--- src/rtl/shift_rx.sv ---
//============================================================================
// Module      : shift_rx
// Description : Serial-to-parallel receiver for a sclk/data/latch chain.
//               Optional idle timeout enabled by SHIFT_RX_TIMEOUT_EN.
// Revision    : 1.0 - initial release
//============================================================================
`default_nettype none

module shift_rx #(
    parameter int WIDTH          = 48,
    parameter int TIMEOUT_CYCLES = 1024
) (
    input  logic             clk_i,
    input  logic             rst_i,
    input  logic             sclk_i,
    input  logic             data_i,
    input  logic             latch_i,
    output logic [WIDTH-1:0] data_o,
    output logic             valid_o,
    output logic             err_o,
    output logic             busy_o
);

    localparam int C_CNT_W = $clog2(WIDTH + 2);
    localparam logic [C_CNT_W-1:0] C_FULL = C_CNT_W'(WIDTH);
    localparam logic [C_CNT_W-1:0] C_OVER = C_CNT_W'(WIDTH + 1);

    logic [2:0]         r_sclk_sync;
    logic [2:0]         r_latch_sync;
    logic [1:0]         r_data_sync;
    logic [WIDTH-1:0]   r_shreg;
    logic [C_CNT_W-1:0] r_cnt;
    logic [WIDTH-1:0]   r_data;
    logic               r_valid;
    logic               r_err;
    logic               r_busy;

    logic               w_sclk_rise;
    logic               w_latch_rise;
    logic               w_timeout;
    logic [WIDTH-1:0]   w_shreg_next;
    logic [C_CNT_W-1:0] w_cnt_next;
    logic               w_valid_next;
    logic               w_err_next;
    logic               w_load;

    assign w_sclk_rise  = r_sclk_sync[1]  & ~r_sclk_sync[2];
    assign w_latch_rise = r_latch_sync[1] & ~r_latch_sync[2];

    always_ff @(posedge clk_i or posedge rst_i) begin
        if (rst_i) begin
            r_sclk_sync  <= '0;
            r_latch_sync <= '0;
            r_data_sync  <= '0;
        end else begin
            r_sclk_sync  <= {r_sclk_sync[1:0], sclk_i};
            r_latch_sync <= {r_latch_sync[1:0], latch_i};
            r_data_sync  <= {r_data_sync[0], data_i};
        end
    end

`ifdef SHIFT_RX_TIMEOUT_EN
    localparam int C_IDLE_W = $clog2(TIMEOUT_CYCLES + 1);
    logic [C_IDLE_W-1:0] r_idle;

    // Fires on the cycle the counter would reach TIMEOUT_CYCLES with no edge pending.
    assign w_timeout = !w_sclk_rise && !w_latch_rise && (r_cnt != '0) &&
                       (r_idle == C_IDLE_W'(TIMEOUT_CYCLES - 1));

    always_ff @(posedge clk_i or posedge rst_i) begin
        if (rst_i) begin
            r_idle <= '0;
        end else if (w_sclk_rise || w_latch_rise || w_timeout || (r_cnt == '0)) begin
            r_idle <= '0;
        end else begin
            r_idle <= r_idle + 1'b1;
        end
    end
`else
    assign w_timeout = 1'b0 & (TIMEOUT_CYCLES == 0);
`endif

    // Shift is applied before the latch so a coincident final bit is counted.
    always_comb begin
        w_shreg_next = r_shreg;
        w_cnt_next   = r_cnt;
        w_valid_next = 1'b0;
        w_err_next   = 1'b0;
        w_load       = 1'b0;
        if (w_sclk_rise) begin
            w_shreg_next = {r_shreg[WIDTH-2:0], r_data_sync[1]};
            if (r_cnt != C_OVER) begin
                w_cnt_next = r_cnt + 1'b1;
            end
        end
        if (w_latch_rise) begin
            if (w_cnt_next == C_FULL) begin
                w_load       = 1'b1;
                w_valid_next = 1'b1;
            end else begin
                w_err_next   = 1'b1;
            end
            w_cnt_next = '0;
        end else if (w_timeout) begin
            w_cnt_next = '0;
            w_err_next = 1'b1;
        end
    end

    always_ff @(posedge clk_i or posedge rst_i) begin
        if (rst_i) begin
            r_shreg <= '0;
            r_cnt   <= '0;
            r_data  <= '0;
            r_valid <= 1'b0;
            r_err   <= 1'b0;
            r_busy  <= 1'b0;
        end else begin
            r_shreg <= w_shreg_next;
            r_cnt   <= w_cnt_next;
            r_valid <= w_valid_next;
            r_err   <= w_err_next;
            r_busy  <= (w_cnt_next != '0);
            if (w_load) begin
                r_data <= w_shreg_next;
            end
        end
    end

    assign data_o  = r_data;
    assign valid_o = r_valid;
    assign err_o   = r_err;
    assign busy_o  = r_busy;

endmodule

`default_nettype wire

--- config.mk ---
export PLATFORM = sky130hd
export DESIGN_NAME = shift_rx
export DESIGN_NICKNAME = d
export VERILOG_FILES = /design/src/rtl/shift_rx.sv
export SDC_FILE = /design/constraint.sdc
export NUM_CORES = 1
export LEC_CHECK = 0
export BUFFER_PORTS_ARGS = -buffer_cell sky130_fd_sc_hd__clkbuf_2
export CAP_MARGIN = 15
export CORE_MARGIN = 2
export CORE_UTILIZATION = 49
export CTS_BUF_LIST = sky130_fd_sc_hd__clkbuf_16
export DETAILED_ROUTE_END_ITERATION = 8
export PLACE_DENSITY = 0.69
export SETUP_SLACK_MARGIN = 0.3
export SKIP_CTS_REPAIR_TIMING = 1
export SLEW_MARGIN = 20
export SYNTH_ARGS = -nofsm -noshare
export SYNTH_HDL_FRONTEND = slang
export SYNTH_SLANG_ARGS = --single-unit
export TNS_END_PERCENT = 50
--- constraint.sdc ---
create_clock -name clk_i -period 4.92 [get_ports clk_i]
set_clock_uncertainty 0.1 [all_clocks]
set_input_delay 0.738 -clock clk_i [delete_from_list [all_inputs] [get_ports clk_i]]
set_output_delay 0.738 -clock clk_i [all_outputs]
set_load 0.05 [all_outputs]
Word level (Yosys, flattened, before mapping)
Index checks and enable logic that the tools add are counted.

storage, ports and cells
  register bits = 113
  output and inout bits = 51
  word-level logic and storage cells = 25

cells by class
  $add $sub $neg = 1
  equal/unequal tests = 2
  multiplexer cells = 8
  bitwise operators = 4
  reduce and logical (&&, ||, !) cells = 1

operators by type and width
  kind                                           number
  2-to-1 mux 48 bit                              1
  2-to-1 mux 6 bit                               3
  adder 6 x 1 -> 6 bit (second input constant)   1
  equality test 6 bit (second input constant)    1
  inequality test 6 bit (second input constant)  1
  nonzero test 6 bit                             1
  2-to-1 mux 1 bit                               4
  AND 1 bit                                      2
  NOT 1 bit                                      2

Logic depth before layout (Yosys ltp)
Gate-level depths: netlist of the first run.

  depth after elaboration = 6
  mapped depth = 9
  gate-level depth less buffers = 7

Worst setup path before layout of the first run
No wires, ideal clock.

  path kind = reg2reg
  start = register r_cnt[1]
  end = register r_data[0], in the netlist data_o[0]
  data arrival time = 2.006 ns
  data required time = 4.695 ns
  path slack = 2.688 ns
  cell stages (with the launch flop) = 10
  path buffers = 2
  period minus slack after synthesis = 2.232 ns
  path through = dfrtp_1 inv_1 ha_1 nand4bb_4 o31a_1 o211ai_2 o2111a_2 buf_6 buf_12 mux2_4

between the ends
  cells in the longest elaborated chain, start to end = 6
  elaborated cells between the ends (all ways) = 7

ends and longest elaborated chain
  element                                                        line    RTL
  start: declaration                                             32      logic [C_CNT_W-1:0] r_cnt;
  start signal: assignment                                       120     r_cnt <= w_cnt_next;
  adder 6 x 1 -> 6 bit or inequality test 6 bit (tied branches)  93, 92
  2-to-1 mux 6 bit                                               92      if (r_cnt != C_OVER) begin
  2-to-1 mux 6 bit (*)                                           90      if (w_sclk_rise) begin
  equality test 6 bit (*)                                        97      if (w_cnt_next == C_FULL) begin
  2-to-1 mux 1 bit (*)                                           97
  2-to-1 mux 1 bit (*)                                           96      if (w_latch_rise) begin
  net w_load                                                     45      logic w_load;
  end signal: assignment                                         125     r_data <= w_shreg_next;
  end: declaration                                               33      logic [WIDTH-1:0] r_data;

Mark *: on every way through the listed nets, which the timed path passes. The rest lies on a longest branch.
A chain may end at the register's enable or synchronous reset.

Worst setup path in the final report of the first run
  start = register r_cnt[0]
  end = register r_data[10], in the netlist data_o[10]

between the ends
  cells in the longest elaborated chain, start to end = 6
  elaborated cells between the ends (all ways) = 7

ends and longest elaborated chain
  element                                                        line
  adder 6 x 1 -> 6 bit or inequality test 6 bit (tied branches)  93, 92
  2-to-1 mux 6 bit                                               92
  2-to-1 mux 6 bit (*)                                           90
  equality test 6 bit (*)                                        97
  2-to-1 mux 1 bit (*)                                           97
  2-to-1 mux 1 bit (*)                                           96

Mark *: on every way between the ends. The rest lies on a longest branch, timed or not.

==> run metrics, run 1 <==
gr usage total 0.178; Logic pwr share 0.049; Peak VDD IR ~0.19 mV; kind of critical path register to register; post-route minimum period 3010 ps; prevailing post-synth register cell dfrtp_1; share of layout cells above drive strength 1 0.323; Core Util, Final 0.612; Mapped Area 0.00444 mm²; CP Data Arrival Time 3190 ps; Slowest cell on crit path o2111a_2; pwr/cell area 427 mW/mm²; DRC 0; Warnings, synthesis 0; Worst path max stage delay 540 ps; DR WL/cell 14.1 µm; sw power 542 µW; Root Buffer clkbuf_16; largest net degree at the start of global routing 86; leading area contributor after synthesis dfrtp_1; Worst EP required 5100 ps; asr flop ratio synth 1.00; H-Tree Depth 4; max-slew violation count 0; vias post-DR between 2k and 3k; Core Region 0.00876 mm²; Slew HR 0.500; Initial Utilization 0.506; Die ar. 0.00983 mm²; status completed; Synth top area share 0.637; Antenna Nets Post-Route 0; f_max ~0.33 GHz; diode count 0; commonest cells in the netlist nand2_1, dfrtp_1, mux2_2; I/O Buffers 55; Pwr Total 2290 µW; Int Pwr 1750 µW; CTS Buf Count 17; clk_lat worst skew 400 ps; worst-path cell chain ha_1, xnor2_1, o32ai_2, o2bb2ai_1, o2111a_2, buf_4, mux2_2; area of the multi-input gates about 0.0015 mm²; vias per cell 5.03; EDFF count, synth 0; RD Place Congestion 0.896; Congestion Overflow GR 0; Worst Tran Pin Value 750 ps; max_cap viols 0; top-count cell post-synth nand2_1; Fillers 704; top post-synthesis cells by area dfrtp_1, nand2_1, mux2_2; final hold viol count 0; Setup crit start kind register; synthesis-stage register bit count 113; Clock Sinks 113; unrepaired setup endpoints after global routing false; CTS tree built; dpl hpwl 4870 µm; clock share of power 0.518; CP endpoint kind register; nets@finish ~440; sequential fraction of the synthesis area 0.637; Reg area 0.00283 mm²; Max clock buf depth 2; CP Max Fanout 35; initial drt markers around 130; DRT Wirelength 7840 µm; Die Y 99.2 µm; syn_area_per_cell about 12 µm²; Worst Hold Class register to register; Ports 56; setup violators final 0; fin crit share 0.612; row cnt 34; clock slew at reported path FFs 50 ps; cell count after synthesis approximately 380; Die W 99.2 µm; final cell count without fillers 557; first-pass GRT wire length 13,600 µm; Seq pwr share 0.433; Syn-to-layout area delta 20.8%; initial antenna violation count 0; Leak 0.00286 µW; syn nets 385; Fin Setup TNS 0 ps; Yosys cell types 38; vias in the first global route 2,886; Sw Share 0.237; placed cell count 525; First-pass DRT Iterations 5
-- cell type report --
cell class,instances,share of cell area
clock buffers,17,0.0794
flip-flops and latches,113,0.528
clock inverters,15,0.0299
inverters,4,0.00373
well taps,108,0.0252
multi-input cells,241,0.277
repair buffers,59,0.0570
-- layer usage --
layer  up-vias  global-route usage  wire [µm]
li1       1357                   -          -
met5         -                   0          0
met2        44               0.285       3810
met3         9              0.0492        234
met4         0              0.0759         89
met1      1390               0.229       3700
-- sequential cells by signal, summed over array words and instances (netlist names) --
signal	count
busy_o	1
data_o	48
err_o	1
r_cnt	6
r_data_sync	2
r_latch_sync	3
r_sclk_sync	3
r_shreg	48
valid_o	1
-- cell families after synthesis --
group / count (synthesis) / share of synthesized area
fa+ha+maj: 2 / 0.00564
buf+inv: 24 / 0.0302
xor+xnor: 5 / 0.00987
mux: 48 / 0.129
flops: 113 / 0.637
simple gates: 170 / 0.158
compound gates: 16 / 0.0299
-- critical path, delay by kind of cell (launching register included) --
kind | cells | cell delay (ps)
buf+inv | 1 | 490
mux | 1 | 410
compound gates | 3 | 920
flops | 1 | 480
xor+xnor | 1 | 160
fa+ha+maj | 1 | 330
-- cells in the final DEF (no fill, tap or decap), types with 2 or more instances in the layout --
master / netlist / routed
ha_1: 2 / 2
clkbuf_2: 0 / 55
nor3_1: 2 / 2
clkinvlp_4: 0 / 4
mux2_2: 39 / 39
inv_6: 0 / 4
clkinv_4: 0 / 4
clkbuf_16: 0 / 17
a21oi_1: 4 / 4
dfrtp_1: 113 / 113
xnor2_1: 4 / 4
nor2_1: 8 / 8
inv_1: 4 / 3
buf_4: 3 / 4
a211oi_1: 2 / 2
nand3_1: 2 / 2
mux2_4: 9 / 9
bufinv_16: 0 / 2
o2111ai_1: 2 / 2
nand2_1: 147 / 147
-- worst paths after layout --
| check | startpoint | end | slack, ps | depth (start not counted) |
|---|---|---|---|---|
| worst min-delay path | r_latch_sync[0] | r_latch_sync[1] | 250 | 0 |
| worst max-delay path | r_cnt[0] | data_o[10] | 1910 | 7 |
| worst min register to register | r_latch_sync[0] | r_latch_sync[1] | 250 | 0 |
| max in group asynchronous | rst_i | r_latch_sync[2] | 3510 | 3 |
| worst max register to register | r_cnt[0] | data_o[10] | 1910 | 7 |
| min in group asynchronous | rst_i | data_o[35] | 350 | 2 |
-- metrics by stage --
step | hold slack [ps] | cell area [µm²] | setup slack (ps)
finish | 254 | 5360 | 1910
detailed placement | 250 | 4770 | 1900
global placement | 235 | 4770 | 1930
floorplan | 231 | 4440 | 1090
CTS | 261 | 5360 | 1880
global route | 262 | 5360 | 1710
-- power by group through the flow --
stage / clock [µW] / combinational (µW) / sequential [µW]
after floorplan: 0 / 85.8 / 1010
after global placement: 0 / 113 / 1000
after detailed placement: 0 / 114 / 1010
after CTS: 1210 / 115 / 990
after global routing: 1250 / 129 / 995
final: 1190 / 113 / 990
Power figures use the tool's default switching activity.
==> run 2: changes to the inputs <==
ABC_AREA = 1   (was not set)
PLACE_DENSITY = 0.72   (was 0.69)
clock period = 2.5 ns   (was 4.92 ns; I/O delays follow)
==> run metrics, run 2 <==
Antenna Nets Post-Route 0; synthesis-stage register bit count 113; largest net degree at the start of global routing 44; asr flop ratio synth 1.00; placed cell count approximately 650; syn_area_per_cell ~9 µm²; DR WL/cell 13.9 µm; clock slew at reported path FFs 50 ps; unrepaired setup endpoints after global routing false; vias post-DR between 3k and 4k; clk_lat worst skew ~390 ps; Max clock buf depth 2; XOR/XNOR share of the synthesized area 0; Syn-to-layout area delta 23.1%; Die Y between 90 and 100 µm; I/O Buffers 55; DRC 0; dpl hpwl 5970 µm; Synth Area in Compound Gates 0.0128; Worst Hold Class register to register; Fin Setup TNS 0 ps; Root Buffer clkbuf_16; most common cell after layout, fill and taps aside nand2_1; nets@finish 568; gr usage total 0.213; first-pass GRT wire length approximately 17,000 µm; cell count after synthesis roughly 500; hold_sp r_data_sync[0]; Peak VDD IR 0.439 mV; reg2reg end data_o[20]; Warnings, synthesis 0; Min Hold Slack between 200 and 250 ps; Pwr Total about 4500 µW; vias per cell 5.12; reg2reg setup slack slightly above 500 ps; Critical R2R Launch r_sclk_sync[1]; Worst Path Buf+Inv 3; commonest cells after routing, fill and taps aside nand2_1, dfrtp_1, clkbuf_2, nand4_1, inv_1; H-Tree Depth 4; kind of critical path register to register; First-pass DRT Iterations 4; Ports 56; diode count 0; Worst Tran Pin Value 660 ps; Yosys cell types 21; cell with the most instances on the worst path nand2_1; Mapped Area between 0.004 and 0.005 mm²; CP Data Arrival Time approximately 2200 ps; Worst EP required 2680 ps; sequential fraction of the synthesis area 0.628; max-slew violation count 0; DRT Wirelength 9470 µm; Hold Path Depth 0; Core Region 0.00881 mm²; multiplexer share of the synthesized area 0; EDFF count, synth 0; Congestion Overflow GR 0; top post-synthesis cells by area dfrtp_1, nand2_1, nand4_1; CP endpoint kind register; max_cap viols 0; syn nets between 500 and 600; WHS Endpoint r_data_sync[1]; Setup crit start kind register; Synth Area in Simple Gates 0.303; Worst path max stage delay approximately 390 ps; Slowest cell on crit path dfrtp_1; Die W 99.8 µm; commonest cells in the netlist nand2_1, dfrtp_1, nand4_1; status completed; area share of fa/ha/maj cells after synthesis 0.00556; share of layout cells above drive strength 1 0.190; worst-path cell chain inv_2, nor2_4, buf_4, nand2_1, nand2_1, nand2_1, nor2_4, nand3_2, buf_4, nand2_1, nand2_1; Synth top area share 0.628; row cnt 34; final hold viol count 0; Leak ~0.0031 µW; Die ar. around 0.010 mm²; vias in the first global route 3,657; Slew HR 0.559; Design Area, Final 0.00554 mm²; CTS tree built; Clock Sinks 113; CP Max Fanout 26; setup violators final 0; prevailing post-synth register cell dfrtp_1; initial antenna violation count 0; top-count cell post-synth nand2_1; largest family of logic cells by synthesized area simple AND/OR/NAND/NOR gates; final cell count without fillers 682; fin crit share 0.795; initial drt markers 172; CTS Buf Count 17; f_max 0.503 GHz; R2R cell count 11; RD Place Congestion about 0.79; post-route minimum period a little under 2000 ps; leading area contributor after synthesis dfrtp_1; placement-stage cell area 0.00493 mm²; Initial Utilization 0.511; Largest delay share family, worst path simple AND/OR/NAND/NOR gates; pwr/cell area approximately 810 mW/mm²
run 2: changes by cell type in the layout (fill, tap and decap cells not counted), sizes merged, moves of 8 or more:
cell   before  now
nand4       1   48
buf         4   16
nand2     147  244
nor2        8   16
nand3       2   11
mux2       48    0
inv         7   20
run 2: worst reg2reg max path: cells and delay by family, from the launching register on:
family                 cells  cell delay, ps
buffers and inverters      3             560
DFF                        1             390
and+or+nand+nor            8             840
run 2: worst max path at each step:
stage / from / to / slack [ps] / cells past startpoint
final: r_sclk_sync[1] / data_o[20] / 510 / 11
after floorplan: rst_i / busy_o / 650 / 1
after global placement: r_cnt[1] / data_o[1] / 570 / 11
after global routing: r_cnt[1] / data_o[19] / 300 / 13
after detailed placement: r_cnt[0] / data_o[40] / 470 / 10
after CTS: r_cnt[0] / data_o[10] / 450 / 10
run 2: cells by family (layout without fill, tap and decap cells):
group                      after synthesis  after routing
AOI/OAI and AO/OA                       11             11
adders and majority gates                2              2
buffers and inverters                   51            126
DFF                                    113            113
and+or+nand+nor                        322            322
run 2: layout make-up:
cell class	instances	area, µm²
repair buffers	75	464
fillers	730	3270
clock buffers	17	425
inverters	19	75.1
multi-input cells	335	1470
well taps	108	135
clock inverters	15	145
flip-flops and latches	113	2830
run 2: where the power goes:
group / total, µW / switching (µW) / internal [µW]
sequential: 1940 / 37.7 / 1900
combinational: 302 / 219 / 83.3
clock: 2270 / 815 / 1460
total: 4510 / 1070 / 3440
run 2: routing by layer:
layer,GRT usage,routed length [µm],up-vias
li1,-,-,1723
met2,0.345,4700,90
met3,0.0550,395,8
met1,0.280,4290,1669
met5,0,0,-
met4,0.0811,82,0
run 2: through the flow:
step	utilization	setup slack, ps
after detailed placement	0.559	468
after global placement	0.559	572
final	0.629	512
after global routing	0.629	305
after floorplan	-	654
after CTS	0.624	454
==> run 3: changes to the inputs <==
ABC_AREA = 0   (was 1)
clock period = 1.7 ns   (was 2.5 ns; I/O delays follow)
==> run metrics, run 3 (synthesized netlist as in run 1, its figures left out) <==
status finished, violations left; violated checks negative setup slack; DR WL/cell 16.6 µm; f_max 0.429 GHz; DRT Wirelength ~10000 µm; CP Data Arrival Time 2520 ps; clk_lat worst skew 410 ps; CTS Buf Count 17; dpl hpwl between 5000 and 6000 µm; clock slew at reported path FFs 60 ps; nets@finish 486; Setup crit start kind register; Peak VDD IR 0.714 mV; Die ar. about 0.01 mm²; Core Region just under 0.009 mm²; kind of critical path register to register; DRC 0; CP endpoint kind register; share of layout cells above drive strength 1 0.407; initial drt markers around 180; unrepaired setup endpoints after global routing true; max_cap viols 0; Sw Share 0.254; RD Place Congestion 0.851; setup violators final 52; largest net degree at the start of global routing 40; First-pass DRT Iterations 4; Seq pwr share 0.424; max-slew violation count 0; Fillers about 610; Slew HR 0.746; Die W 99.2 µm; Antenna Nets Post-Route 0; vias post-DR 3,096; Worst EP required 1890 ps; vias in the first global route between 3k and 4k; commonest cells after routing, fill and taps aside nand2_1, dfrtp_1, buf_4, clkbuf_4, mux2_2; Logic pwr share 0.083; Leak 0.00316 µW; Initial Utilization 0.506; post-route minimum period 2330 ps; Worst path max stage delay 410 ps; Int Pwr 5050 µW; H-Tree Depth 4; Place WS -666 ps; Ports 56; diode count 0; Slowest cell on crit path dfrtp_1; Worst Tran Pin Value 380 ps; Clock Sinks about 110; fin crit share 1.37; gr usage total 0.195; Die Y 99.2 µm; Min Hold Slack approximately 260 ps; most common cell after layout, fill and taps aside nand2_1; Congestion Overflow GR 0; I/O Buffers 55; worst-path cell chain inv_2, ha_4, nand4bb_4, o31a_1, o211ai_2, o2111a_2, buf_12, clkbuf_16, mux2_2; Root Buffer clkbuf_16; CTS tree built; initial antenna violation count 0; first-pass GRT wire length around 15,000 µm; row cnt 34; clock share of power 0.493; post-layout worst setup margin -631 ps; CP Max Fanout 7; Worst Hold Class register to register; pwr/cell area between 1000 and 1500 mW/mm²; vias per cell ~5.2; sw power around 1700 µW; Max clock buf depth 2; final hold viol count 0; Pwr Total 6760 µW; Syn-to-layout area delta 37.3%
==> run 3: cell type report <==
cell class / count / area [µm²] / area share
sequential: 113 / 2830 / 0.464
timing repair buffer: 102 / 898 / 0.147
multi-input combinational: 241 / 1650 / 0.271
clock inverter: 14 / 134 / 0.0220
clock buffer: 17 / 425 / 0.0698
tap: 108 / 135 / 0.0222
inverter: 4 / 18.8 / 0.00308
==> run 3: path summary, 6_finish.rpt <==
path,startpoint,to,slack (ps),depth (start not counted)
min,r_sclk_sync[0],r_sclk_sync[1],260,0
max,r_cnt[1],data_o[31],-630,9
min reg2reg,r_sclk_sync[0],r_sclk_sync[1],260,0
max reg2reg,r_cnt[1],data_o[31],-630,9
min in group asynchronous,rst_i,data_o[33],280,3
max in group asynchronous,rst_i,r_shreg[9],730,4
==> run 3: power groups by stage <==
stage          Sequential (µW)  Combinational [µW]  Clock (µW)
6_report                  2870                 559        3340
5_1_grt                   2880                 610        3500
4_1_cts                   2860                 446        3370
3_5_place_dp              2900                 434           0
3_3_place_gp              2900                 419           0
2_1_floorplan             2910                 251           0
==> run 3: through the flow <==
stage	utilization	setup TNS (ps)	instances	area (µm²)
6_report	0.695	-29990	599	6090
5_1_grt	0.695	-32790	599	6090
3_3_place_gp	0.575	-27190	552	5040
3_5_place_dp	0.575	-31560	552	5040
2_1_floorplan	-	-25510	378	4440
4_1_cts	0.639	-32240	583	5600
==> run 3: critical path, delay by kind of cell, from the launching register on <==
family	cells	cell delay [ps]
buffers and inverters	3	400
AOI/OAI and AO/OA	3	700
adders and majority gates	1	140
muxes	1	330
DFF	1	410
and+or+nand+nor	1	130
==> run 3: per-layer routing <==
layer,track usage,vias to the layer above,wire [µm]
li1,-,1436,-
met1,0.257,1562,4340
met2,0.308,71,5100
met3,0.0590,27,311
met4,0.0759,0,201
met5,0,-,0
